File: src/rtl/prog_loader.sv
// Serial program loader: length-prefixed byte stream into CPU memory.
// Holds the CPU in reset until a load completes with a good checksum.
module prog_loader #(
    parameter int MEM_WORDS = 65536,
    parameter int TIMEOUT   = 1000000
) (
    input  logic        clk,
    input  logic        reset,
    input  logic        start,
    input  logic        rx_valid,
    input  logic [7:0]  rx_data,
    output logic        rx_ready,
    output logic [15:0] mem_addr,
    output logic [31:0] mem_wdata,
    output logic        mem_we,
    output logic        cpu_run,
    output logic        busy,
    output logic        done,
    output logic        error,
    output logic [15:0] word_count
);

    typedef enum logic [2:0] {
        IDLE, LEN_HI, LEN_LO, DATA,
        WRITE, CHECK, DONE, ERR
    } state_t;

    localparam int TW = $clog2(TIMEOUT + 1);

    state_t         state;
    logic [15:0]    length;
    logic [31:0]    word;
    logic [7:0]     csum;
    logic [1:0]     bcnt;
    logic [TW-1:0]  tcnt;
    logic [15:0]    wc_next;
    logic [31:0]    len_full;
    logic           accept;

    assign accept   = rx_valid && rx_ready;
    assign wc_next  = word_count + 16'd1;
    assign len_full = {16'd0, length[15:8], rx_data};

    always_ff @(posedge clk or negedge reset) begin
        if (!reset) begin
            state      <= IDLE;
            length     <= '0;
            word       <= '0;
            csum       <= '0;
            bcnt       <= '0;
            tcnt       <= '0;
            word_count <= '0;
        end else begin
            unique case (state)
                IDLE, DONE, ERR: begin
                    if (start) begin
                        state      <= LEN_HI;
                        word_count <= '0;
                        csum       <= '0;
                        bcnt       <= '0;
                        tcnt       <= '0;
                    end
                end
                LEN_HI: begin
                    if (accept) begin
                        length[15:8] <= rx_data;
                        state        <= LEN_LO;
                    end
                end
                LEN_LO: begin
                    if (accept) begin
                        length[7:0] <= rx_data;
                        if (len_full > MEM_WORDS)
                            state <= ERR;
                        else if (len_full == 32'd0)
                            state <= CHECK;
                        else
                            state <= DATA;
                    end
                end
                DATA: begin
                    if (accept) begin
                        word <= {word[23:0], rx_data};
                        csum <= csum ^ rx_data;
                        bcnt <= bcnt + 2'd1;
                        if (bcnt == 2'd3)
                            state <= WRITE;
                    end
                end
                WRITE: begin
                    word_count <= wc_next;
                    state <= (wc_next == length) ? CHECK : DATA;
                end
                CHECK: begin
                    if (accept)
                        state <= (rx_data == csum) ? DONE : ERR;
                end
            endcase
            // Idle-gap watchdog; only runs while waiting on a byte
            if (rx_ready) begin
                if (accept)
                    tcnt <= '0;
                else if (tcnt == TW'(TIMEOUT - 1))
                    state <= ERR;
                else
                    tcnt <= tcnt + 1'b1;
            end
        end
    end

    assign rx_ready  = state inside {LEN_HI, LEN_LO, DATA, CHECK};
    assign busy      = state inside {LEN_HI, LEN_LO, DATA, WRITE, CHECK};
    assign done      = (state == DONE);
    assign error     = (state == ERR);
    assign cpu_run   = (state == DONE);
    assign mem_we    = (state == WRITE);
    assign mem_addr  = word_count;
    assign mem_wdata = word;

endmodule
File: config.mk
export PLATFORM = sky130hd
export DESIGN_NAME = prog_loader
export DESIGN_NICKNAME = d
export VERILOG_FILES = /design/src/rtl/prog_loader.sv
export SDC_FILE = /design/constraint.sdc
export NUM_CORES = 1
export LEC_CHECK = 0
export ABC_AREA = 1
export CAP_MARGIN = 40
export CORE_MARGIN = 8
export CORE_UTILIZATION = 46
export CTS_CLUSTER_SIZE = 28
export DETAILED_ROUTE_END_ITERATION = 10
export PLACE_DENSITY = 0.77
export SKIP_LAST_GASP = 1
export SLEW_MARGIN = 20
export SYNTH_ARGS = -nofsm -noshare
export SYNTH_HDL_FRONTEND = slang
export SYNTH_SLANG_ARGS = --single-unit
File: constraint.sdc
create_clock -name clk -period 3.2 [get_ports clk]
set_clock_uncertainty 0.2 [all_clocks]
set_input_delay 0.64 -clock clk [delete_from_list [all_inputs] [get_ports clk]]
set_output_delay 0.64 -clock clk [all_outputs]
set_load 0.05 [all_outputs]
==> reports/results.tsv <==
stage	metric	value	unit
clock_tree	CTS tree	yes	
sta	Final Cycle Share	91.5	%
yosys	simple-gate portion of the synthesized area	33.3	%
power_and_ir_drop	Sw Pwr	2.41	mW
global_route	vias in the first global route	4789	
sta	worst hold slack	0.0418	ns
routing	Residual DRC	0	
global_route	largest net degree at the start of global routing	64	
routing	total number of vias	4974	
clock_tree	CTS Buf Count	9	
worst_setup_path	Worst Path Class, Setup	flop to primary output	
clock_tree	clk sinks	97	
routing	Iteration-0 DRC Markers	398	
power_and_ir_drop	Comb pwr share	43.9	%
routing	drt wl/cell	14.5	µm
yosys	syn avg cell area	7.31	µm²
layout	post-route cell area	6590	µm²
yosys	compound-cell area share of the yosys netlist	8.62	%
clock_tree	Clock Latency Late Sink	0.35	ns
floorplanning	total core area	11500	µm²
power_and_ir_drop	Sequential Power Share	34.0	%
yosys	count leader, synth	nand2_1	
placed_design	PortBufs	81	
power_and_ir_drop	Clk network pwr share	22.1	%
clock_tree	Post-CTS Resized	0	
worst_setup_path	CP startpoint kind	flop	
layout	ANT cells	0	
yosys	Post-Syn Instances	746	
global_route	overflow left after global routing	0	
yosys	cell area after synthesis	5460	µm²
global_route	initial antenna violation count	0	
sta	RSZ-0062 raised after global routing	false	
clock_tree	Post CTS Setup Buffer Count	0	
clock_tree	CTS max path bufs	2	
yosys	proportion of synthesized area in mux cells	0	%
floorplanning	Starting Density	47.4	%
routing	Post-Route WL	13.9	mm
layout	nets@finish	823	
yosys	top cells by count, synth	nand2_1 (240), dfrtp_1 (97), inv_1 (83)	
yosys	largest family of logic cells by synthesized area	simple AND/OR/NAND/NOR gates	
clock_tree	clock slew at reported path FFs	0.07	ns
yosys	asr flop ratio synth	100	%
yosys	Synth Area in Adders	0.688	%
yosys	Top FF cell, synth	dfrtp_1	
sta	post-layout min period	2.93	ns
placed_design	Post-Place Cell Area	6270	µm²
worst_setup_path	Max FO, Critical Path	5	
power_and_ir_drop	P_leak	3.11	nW
clock_tree	Hold Buf Count CTS	0	
worst_setup_path	crit path DAT	2.09	ns
power_and_ir_drop	Worst VDD drop	369	µV
global_route	Total GRT Usage	18.3	%
floorplanning	die height	125	µm
layout	fill count	1083	
yosys	Synth warnings	0	
layout	layout cell share with drive strength beyond 1	6.90	%
sta	Final Setup Violations	0	
outcome	status	finished clean	
placed_design	Placer Congestion	0.901	
floorplanning	die width	125	µm
placed_design	Detailed Place HPWL	10.3	mm
clock_tree	htree depth	3	
yosys	post-synthesis sequential area ratio	44.5	%
run	Maximum Capacitance Violations	0	
sta	worst slew pin tran	0.531	ns
routing	Avg Vias per Cell	5.21	
floorplanning	Site Rows	39	
routing	Post-DRT Antenna Nets	0	
global_route	first-pass GRT wire length	23.7	mm
yosys	Post-Synth XOR/XNOR Area	2.18	%
yosys	Unique masters post-synth	36	
yosys	post-synth top area cell	dfrtp_1	
floorplanning	# IOs	82	
clock_tree	clock root buffer	clkbuf_16	
yosys	Net Count, Synth	761	
yosys	synth top area cells	dfrtp_1 (44%), nand2_1 (17%), nand3_1 (6.1%)	
power_and_ir_drop	Cell Pwr Density	824	nW/µm²
worst_hold_path	Hold Path Class	input pin to async pin	
floorplanning	die area	15600	µm²
worst_setup_path	Critical Path End Type	primary output	
power_and_ir_drop	P_int	3.02	mW
sta	final hold vios	0	
yosys	Post-synth EDFFs	0	
worst_setup_path	WP data required	2.36	ns
layout	Area Overhead vs Synth	20.8	%
yosys	flip-flop and latch count after synthesis	97	
routing	DRT Pass-1 Iters	5	
sta	max-slew violations	0	
sta	Fmax achieved	0.342	GHz
power_and_ir_drop	Net Sw Frac	44.4	%
sta	setup TNS	0	ns
sta	Worst slew margin	64.5	%
yosys	post-synth top area share	44.5	%
## path summary, 6_finish.rpt
check,startpoint,endpoint,slack [ns],depth (start not counted)
max,state[0]$_DFF_PN0_,busy,0.27,7
min,reset,mem_addr[11]$_DFFE_PN0P_,0.04,1
max reg2reg,state[2]$_DFF_PN0_,mem_addr[9]$_DFFE_PN0P_,0.93,7
min reg2reg,mem_wdata[27]$_DFFE_PN0P_,mem_wdata[27]$_DFFE_PN0P_,0.28,2
max in group asynchronous,reset,mem_wdata[7]$_DFFE_PN0P_,2.08,2
min in group clk,mem_wdata[27]$_DFFE_PN0P_,mem_wdata[27]$_DFFE_PN0P_,0.28,2
## state kept, by name, summed over array words and instances (netlist names)
name and flops:
mem_wdata 32, tcnt 20, length 16, mem_addr 16, csum 8, state 3, bcnt 2
## per-stage QoR
stage | util [%] | setup WS (ns) | std cells | power (mW)
5_1_grt | 57.2 | 0.191 | 955 | 5.79
4_1_cts | 57.2 | 0.276 | 955 | 5.47
2_1_floorplan | - | 0.904 | 746 | 3.53
3_3_place_gp | 54.4 | 0.708 | 940 | 4.23
3_5_place_dp | 54.4 | 0.669 | 940 | 4.26
6_report | 57.2 | 0.272 | 955 | 5.43
## power groups by stage
stage	combinational (mW)	clock, mW	sequential (mW)
floorplan	1.15	0	2.39
global placement	2.37	0	1.86
detailed placement	2.40	0	1.87
CTS	2.41	1.21	1.84
global route	2.64	1.26	1.89
finish	2.38	1.20	1.84
## logic make-up (layout without fill, tap and decap cells)
group / after synthesis / after routing
simple gates: 415 / 415
buf+inv: 130 / 196
flops: 97 / 97
compound gates: 89 / 89
xor+xnor: 12 / 12
fa+ha+maj: 3 / 3
## cell type report
cell class,count,area [µm²],share of cell area [%]
Inverter,95,357,5.41
Multi-Input combinational cell,519,2450,37.1
Clock inverter,6,97.6,1.48
Timing Repair Buffer,86,856,13.0
Clock buffer,9,225,3.42
Sequential cell,97,2430,36.8
Tap cell,143,179,2.72
## layout by cell type, fill, tap and decap left out, types with 3 or more instances in the layout
cell and count:
o22ai_1 10, nand2_1 239, nand3_1 67, clkdlybuf4s50_1 79, nand3b_1 5, xor2_1 10, dfrtp_1 97, clkbuf_16 9
buf_4 6, nand2_2 9, nor2_1 55, o21ai_0 51, nor2_4 3, a21oi_1 16, o21ai_1 7, nand4_1 15
ha_1 3, clkinv_1 3, nor3_1 4, nor4_1 5, nor2_2 6, inv_1 83, inv_2 9
## metal layers
layer / part of all wire, % / GRT usage (%) / wire, µm / up-vias
met3: 5.3 / 4.15 / 731 / 31
li1: - / - / - / 2490
met4: 2.9 / 8.60 / 404 / 0
met5: 0 / 0 / 0 / -
met1: 44 / 22.8 / 6160 / 2308
met2: 47 / 29.7 / 6590 / 145
## critical path, stage by stage, from the launching register on
cell and delay (ns):
dfrtp_1 0.45, inv_2 0.08, nor2_1 0.11, inv_2 0.06
nand2_2 0.12, nor2_2 0.06, inv_2 0.06, clkdlybuf4s50_1 0.80
(Power assumes the default switching activity.)
